<file path="src/rtl/periph_axi2apb_bridge.sv">
// AXI4 subordinate to APB manager bridge.
// Handles one AXI transaction at a time. An INCR burst becomes a sequence of
// 32-bit APB transfers. An ACCESS phase that is never completed by PREADY is
// ended by a timeout and reported as SLVERR.
module periph_axi2apb_bridge #(
    parameter int unsigned APB_ADDR_WIDTH = 32,
    parameter int unsigned APB_DATA_WIDTH = 32,
    parameter int unsigned AXI_ID_WIDTH   = 4,
    parameter int unsigned TIMEOUT_CYCLES = 255
) (
    input  logic                        clk_i,
    input  logic                        rstn_i,
    // AXI write address
    input  logic                        awvalid_i,
    output logic                        awready_o,
    input  logic [APB_ADDR_WIDTH-1:0]   awaddr_i,
    input  logic [AXI_ID_WIDTH-1:0]     awid_i,
    input  logic [7:0]                  awlen_i,
    // AXI write data
    input  logic                        wvalid_i,
    output logic                        wready_o,
    input  logic [APB_DATA_WIDTH-1:0]   wdata_i,
    input  logic [APB_DATA_WIDTH/8-1:0] wstrb_i,
    input  logic                        wlast_i,
    // AXI write response
    output logic                        bvalid_o,
    input  logic                        bready_i,
    output logic [AXI_ID_WIDTH-1:0]     bid_o,
    output logic [1:0]                  bresp_o,
    // AXI read address
    input  logic                        arvalid_i,
    output logic                        arready_o,
    input  logic [APB_ADDR_WIDTH-1:0]   araddr_i,
    input  logic [AXI_ID_WIDTH-1:0]     arid_i,
    input  logic [7:0]                  arlen_i,
    // AXI read data
    output logic                        rvalid_o,
    input  logic                        rready_i,
    output logic [APB_DATA_WIDTH-1:0]   rdata_o,
    output logic [AXI_ID_WIDTH-1:0]     rid_o,
    output logic [1:0]                  rresp_o,
    output logic                        rlast_o,
    // APB manager
    output logic                        psel_o,
    output logic                        penable_o,
    output logic                        pwrite_o,
    output logic [APB_ADDR_WIDTH-1:0]   paddr_o,
    output logic [APB_DATA_WIDTH-1:0]   pwdata_o,
    output logic [APB_DATA_WIDTH/8-1:0] pstrb_o,
    input  logic [APB_DATA_WIDTH-1:0]   prdata_i,
    input  logic                        pready_i,
    input  logic                        psuberr_i
);

    localparam int unsigned STRB_WIDTH = APB_DATA_WIDTH / 8;
    localparam logic [1:0]  RESP_OKAY  = 2'b00;
    localparam logic [1:0]  RESP_SLVERR = 2'b10;

    typedef enum logic [2:0] {
        S_IDLE,
        S_WDATA,
        S_SETUP,
        S_ACCESS,
        S_RDATA,
        S_WRESP
    } state_t;

    state_t state, state_nxt;

    logic                      is_write;
    logic [APB_ADDR_WIDTH-1:0] addr_q;
    logic [AXI_ID_WIDTH-1:0]   id_q;
    logic [7:0]                len_q;
    logic [7:0]                beat_q;
    logic                      err_q;
    logic [APB_DATA_WIDTH-1:0] wdata_q;
    logic [STRB_WIDTH-1:0]     wstrb_q;
    logic [APB_DATA_WIDTH-1:0] rdata_q;
    logic [1:0]                rresp_q;
    logic [31:0]               tmo_cnt_q;
    logic                      write_prio_q;   // 1: write wins the next AR/AW tie

    logic                      grant_rd, grant_wr;
    logic                      ar_hs, aw_hs;
    logic                      timeout_hit, access_done, xfer_err, last_beat;
    logic [APB_ADDR_WIDTH-1:0] beat_off, addr_sum;
    logic                      unused_ok;

    // Round-robin arbitration: on a tie, the channel not served last wins.
    assign grant_rd = arvalid_i && (!awvalid_i || !write_prio_q);
    assign grant_wr = awvalid_i && (!arvalid_i ||  write_prio_q);
    assign ar_hs    = (state == S_IDLE) && grant_rd;
    assign aw_hs    = (state == S_IDLE) && grant_wr;

    // The timeout ends ACCESS in its TIMEOUT_CYCLES-th cycle; PREADY in that
    // same cycle still completes the transfer normally.
    assign timeout_hit = (TIMEOUT_CYCLES != 0) && !pready_i &&
                         (tmo_cnt_q == TIMEOUT_CYCLES - 1);
    assign access_done = (state == S_ACCESS) && (pready_i || timeout_hit);
    assign xfer_err    = psuberr_i || timeout_hit;
    assign last_beat   = (beat_q == len_q);

    // Beat address wraps modulo 2^APB_ADDR_WIDTH and is forced word-aligned.
    assign beat_off = {{(APB_ADDR_WIDTH-10){1'b0}}, beat_q, 2'b00};
    assign addr_sum = addr_q + beat_off;

    // wlast_i is not checked: the burst length comes from AWLEN.
    assign unused_ok = ^{wlast_i, addr_sum[1:0]};

    // State register.
    always_ff @(posedge clk_i or negedge rstn_i) begin
        if (!rstn_i) state <= S_IDLE;
        else         state <= state_nxt;
    end

    // Next-state and output decode.
    always_comb begin
        // NOTE: every output gets a default first so no path leaves it unassigned (no latches).
        state_nxt = state;
        awready_o = 1'b0;
        arready_o = 1'b0;
        wready_o  = 1'b0;
        bvalid_o  = 1'b0;
        bresp_o   = RESP_OKAY;
        rvalid_o  = 1'b0;
        rlast_o   = 1'b0;
        psel_o    = 1'b0;
        penable_o = 1'b0;
        pwrite_o  = 1'b0;
        pstrb_o   = '0;
        paddr_o   = {addr_sum[APB_ADDR_WIDTH-1:2], 2'b00};
        pwdata_o  = wdata_q;
        rdata_o   = rdata_q;
        rresp_o   = rresp_q;
        rid_o     = id_q;
        bid_o     = id_q;

        case (state)
            S_IDLE: begin
                arready_o = grant_rd;
                awready_o = grant_wr;
                if (ar_hs)      state_nxt = S_SETUP;
                else if (aw_hs) state_nxt = S_WDATA;
            end
            S_WDATA: begin
                wready_o = 1'b1;
                if (wvalid_i) state_nxt = S_SETUP;
            end
            S_SETUP: begin
                psel_o    = 1'b1;
                pwrite_o  = is_write;
                pstrb_o   = is_write ? wstrb_q : '0;
                state_nxt = S_ACCESS;
            end
            S_ACCESS: begin
                psel_o    = 1'b1;
                penable_o = 1'b1;
                pwrite_o  = is_write;
                pstrb_o   = is_write ? wstrb_q : '0;
                if (access_done) begin
                    if (!is_write)     state_nxt = S_RDATA;
                    else if (last_beat) state_nxt = S_WRESP;
                    else               state_nxt = S_WDATA;
                end
            end
            S_RDATA: begin
                rvalid_o = 1'b1;
                rlast_o  = last_beat;
                if (rready_i) state_nxt = last_beat ? S_IDLE : S_SETUP;
            end
            S_WRESP: begin
                bvalid_o = 1'b1;
                bresp_o  = err_q ? RESP_SLVERR : RESP_OKAY;
                if (bready_i) state_nxt = S_IDLE;
            end
            default: state_nxt = S_IDLE;
        endcase
    end

    // Transaction context, beat counter, error flag, timeout counter and captured data.
    always_ff @(posedge clk_i or negedge rstn_i) begin
        // NOTE: datapath registers are reset too, so every output reads 0 out of reset.
        if (!rstn_i) begin
            is_write     <= 1'b0;
            addr_q       <= '0;
            id_q         <= '0;
            len_q        <= '0;
            beat_q       <= '0;
            err_q        <= 1'b0;
            wdata_q      <= '0;
            wstrb_q      <= '0;
            rdata_q      <= '0;
            rresp_q      <= RESP_OKAY;
            tmo_cnt_q    <= '0;
            write_prio_q <= 1'b0;
        end else begin
            if (ar_hs) begin
                is_write     <= 1'b0;
                addr_q       <= araddr_i;
                id_q         <= arid_i;
                len_q        <= arlen_i;
                beat_q       <= '0;
                err_q        <= 1'b0;
                write_prio_q <= 1'b1;
            end else if (aw_hs) begin
                is_write     <= 1'b1;
                addr_q       <= awaddr_i;
                id_q         <= awid_i;
                len_q        <= awlen_i;
                beat_q       <= '0;
                err_q        <= 1'b0;
                write_prio_q <= 1'b0;
            end

            if (state == S_WDATA && wvalid_i) begin
                wdata_q <= wdata_i;
                wstrb_q <= wstrb_i;
            end

            if (state == S_SETUP)
                tmo_cnt_q <= '0;
            else if (state == S_ACCESS && TIMEOUT_CYCLES != 0)
                tmo_cnt_q <= tmo_cnt_q + 32'd1;

            if (access_done) begin
                if (!is_write) begin
                    rdata_q <= timeout_hit ? '0 : prdata_i;
                    rresp_q <= xfer_err ? RESP_SLVERR : RESP_OKAY;
                end else begin
                    err_q <= err_q | xfer_err;
                    if (!last_beat) beat_q <= beat_q + 8'd1;
                end
            end

            if (state == S_RDATA && rready_i && !last_beat)
                beat_q <= beat_q + 8'd1;
        end
    end

endmodule
</file>
<file path="config.mk">
export PLATFORM = sky130hd
export DESIGN_NAME = periph_axi2apb_bridge
export DESIGN_NICKNAME = d
export VERILOG_FILES = /design/src/rtl/periph_axi2apb_bridge.sv
export SDC_FILE = /design/constraint.sdc
export NUM_CORES = 1
export LEC_CHECK = 0
export CAP_MARGIN = 15
export CORE_ASPECT_RATIO = 1.75
export CORE_MARGIN = 1
export CORE_UTILIZATION = 42
export CTS_CLUSTER_DIAMETER = 60
export DETAILED_ROUTE_END_ITERATION = 6
export PLACE_DENSITY = 0.87
export SYNTH_ARGS = -nofsm -noshare
export SYNTH_HDL_FRONTEND = slang
export SYNTH_SLANG_ARGS = --single-unit
</file>
<file path="constraint.sdc">
create_clock -name clk_i -period 4.1 [get_ports clk_i]
set_clock_uncertainty 0.05 [all_clocks]
set_input_delay 1.23 -clock clk_i [delete_from_list [all_inputs] [get_ports clk_i]]
set_output_delay 1.23 -clock clk_i [all_outputs]
set_load 0.05 [all_outputs]
</file>
==> out/metrics.yaml <==
final_layout:
  area.growth.synth_to_final_pct: 51.5
  n_fill_cell: 1394
  layout-drive-gt1-share: 0.145
  fin_cells: 1334
  final_common_cell: "clkdlybuf4s50_1"
  final_nets: 1261
  antenna_cells: 0
  mostFrequentLayoutCells: "247 x clkdlybuf4s50_1, 157 x dfrtp_1, 131 x nand2_1"
worst_setup_path:
  crit_chain: "ha_2, inv_2, fa_2, nor2b_2, o21ai_2, a21oi_2, a2111oi_4, buf_6, nor4bb_4, xor2_2, buf_12"
  crit_required_ns: 2.82
  cp_slowest_cell: "dfrtp_1"
  critPathMaxStageDelay_ns: 0.37
  ff2ff_setup_slack_ns: 1.54
  worst_setup_path_end_kind: "primary output"
  path_class: "register to primary output"
  arrival_ns: 2.90
  worstReg2RegStart: "tmo_cnt_q[4]"
  critPathMaxFanout: 10
  crit_path_start_kind: "register"
  r2r_cells: 6
  r2r-end: "tmo_cnt_q[31]"
synthesis:
  synth_warnings: 0
  synth_top_family_by_area: "simple AND/OR/NAND/NOR gates"
  synth_edf_count: 0
  synth_top_area_frac: 0.498
  synth_top_flop_cell: "dfrtp_1"
  synth_largest_area_cell: "dfrtp_1"
  synth-async-reset-ratio: 1.00
  yosysSeqAreaShare: 0.498
  synth_compound_area_frac: 0.109
  postSynthAreaPerCell_um2: 9.76
  ys_types: 56
  synthAdderAreaFrac: 0.0200
  yosys.area_share.simple: 0.177
  synthMuxAreaShare: 0.0806
  syn_area_um2: 7890
  synth_top_cells_by_area: "dfrtp_1 50%, nand2_1 6.2%, mux2_2 5.1%, xnor2_1 3.8%, mux2i_1 2.9%"
  synth_seq_cells: 157
  yosys.area_share.xor_xnor: 0.0655
  syn_inst: 808
floorplan:
  die_h_um: 183
  start_util: 0.426
  rows: 66
  core_um2: 18500
  die_w_um: 106
  fp.dieArea_um2: 19300
  boundaryPins: 287
timing:
  hold_ws_ns: 0.421
  clock.fmax_ghz: 0.239
  setup_viol: 4
  hold_viol_final: 0
  fin_crit_ns: 4.18
  finalCritPeriodShare: 1.02
  rsz0062_at_grt: "yes"
  setup_ws_ns: -0.0756
  maxSlewViolCount: 0
  relSlewSlack: 0.258
  tightest_slew_ns: 1.11
global_route:
  grt_max_degree: 70
  overflow: 0
  grt_pass1_wl_mm: 37.4
  grt_usage: 0.253
  grt_pass1_vias: 7398
  antenna_found_initial: 0
clocking:
  holdBufCountCts: 0
  clkTransAtPathRegs_ns: 0.07
  cts.path.max_buffers: 2
  clock-root-buffer: "clkbuf_16"
  cts_made_buffers: 17
  cts_num_sinks: 157
  htree_num_levels: 4
  cts_tree: "done"
  clk_latency_ns: 0.43
pwr:
  peakVddDrop_mv: 0.661
  p_per_area_nw_per_um2: 806
  power.leakage_nw: 5.34
placed_design:
  port_buffers: 277
  gp_congestion: 0.831
  dp.cells: 1297
  dp_hpwl_mm: 17.4
status:
  violations: "negative setup slack"
  status: "finished, violations left"
min_path:
  min_from: "err_q"
  hp-class: "register to register"
  min_to: "err_q"
  whs_path_depth: 1
drt:
  first_pass_iters: 5
  post-route-drc-count: 0
  drt-initial-drc-count: 402
  antenna_left: 0
  wire_per_inst_um: 18.1
  via_per_inst: 5.39
  wl_mm: 24.1
  routed-via-count: 7187
flow_run:
  cap_viol_max_count: 0
==> stage by stage <==
stage | instance area (um^2) | util | setup WS, ns | TNS (ns) | total power, mW
2_1_floorplan | 7970 | - | 0.176 | 0 | 5.85
3_3_place_gp | 11200 | 0.605 | -0.0717 | -0.319 | 7.74
3_5_place_dp | 11200 | 0.605 | -0.127 | -0.944 | 7.88
4_1_cts | 11900 | 0.643 | -0.0381 | -0.0441 | 9.63
5_1_grt | 11900 | 0.646 | -0.182 | -1.07 | 10.0
6_report | 11900 | 0.646 | -0.0756 | -0.207 | 9.62
==> critical path, delay by kind of cell (launching register included) <==
| kind | cells | cell delay (ns) |
|---|---|---|
| xor gates and xnor gates | 1 | 0.25 |
| AOI/OAI and AO/OA | 3 | 0.37 |
| adders and majority gates | 2 | 0.57 |
| and+or+nand+nor | 2 | 0.51 |
| DFF | 1 | 0.37 |
| buffers and inverters | 3 | 0.38 |
==> registers in the layout, indices dropped and copies added, names as in the netlist <==
| name | cells |
|---|---|
| beat_q | 8 |
| len_q | 8 |
| tmo_cnt_q | 32 |
| state | 3 |
| rdata_o | 32 |
| bid_o | 4 |
| wstrb_q | 4 |
| rresp_o | 1 |
| is_write | 1 |
| addr_q | 30 |
| pwdata_o | 32 |
| write_prio_q | 1 |
| err_q | 1 |
==> cells by family (layout without fill, tap and decap cells) <==
family	after synthesis	count (layout)
mux	59	59
compound gates	135	135
flops	157	157
buf+inv	88	373
other cells	1	4
fa+ha+maj	12	12
xor+xnor	59	59
simple gates	297	297
==> cell type report <==
type,count,area (um^2),share of cell area
Timing Repair Buffer,300,3170,0.265
Inverter,41,154,0.0129
Sequential cell,157,3930,0.329
Clock buffer,18,439,0.0368
Clock inverter,14,195,0.0163
Multi-Input combinational cell,566,3760,0.315
Tap cell,238,298,0.0249
==> cells in the mapped netlist, types with 19 or more instances <==
library cell,count
dfrtp_1,157
nand2_1,131
nor2_1,45
inv_1,40
mux2_2,36
o21ai_0,36
o21ai_1,35
xnor2_1,34
xor2_1,25
mux2i_1,23
nand3_1,23
clkbuf_1,21
nor3_1,21
a222oi_1,19
==> worst max path at each step <==
stage / to / from / slack [ns]
floorplan: paddr_o[18] / beat_q[0] / 0.18
global placement: paddr_o[18] / addr_q[2] / -0.07
detailed placement: paddr_o[18] / addr_q[2] / -0.13
CTS: paddr_o[18] / addr_q[2] / -0.04
global route: paddr_o[18] / addr_q[2] / -0.18
finish: paddr_o[18] / addr_q[2] / -0.08
==> power breakdown <==
group	switching (mW)	leakage, nW	internal [mW]
Sequential	0.500	1.99	2.13
Combinational	3.30	3.04	1.99
Clock	0.703	0.310	1.00
Total	4.50	5.34	5.12
==> routing by layer <==
| metal | vias to the layer above | GRT usage | routed length, um |
|---|---|---|---|
| li1 | 3347 | - | - |
| met4 | 0 | 0.139 | 1330 |
| met5 | - | 0 | 0 |
| met3 | 90 | 0.0668 | 1560 |
| met1 | 3455 | 0.255 | 8170 |
| met2 | 295 | 0.466 | 13000 |
==> repair_timing <==
action,CTS,global route
endpoints found under the setup margin,15,13
buffers inserted,2,3
pin swaps,4,3
gates resized for setup,14,7
No activity file was read; power rests on OpenSTA's default activity.
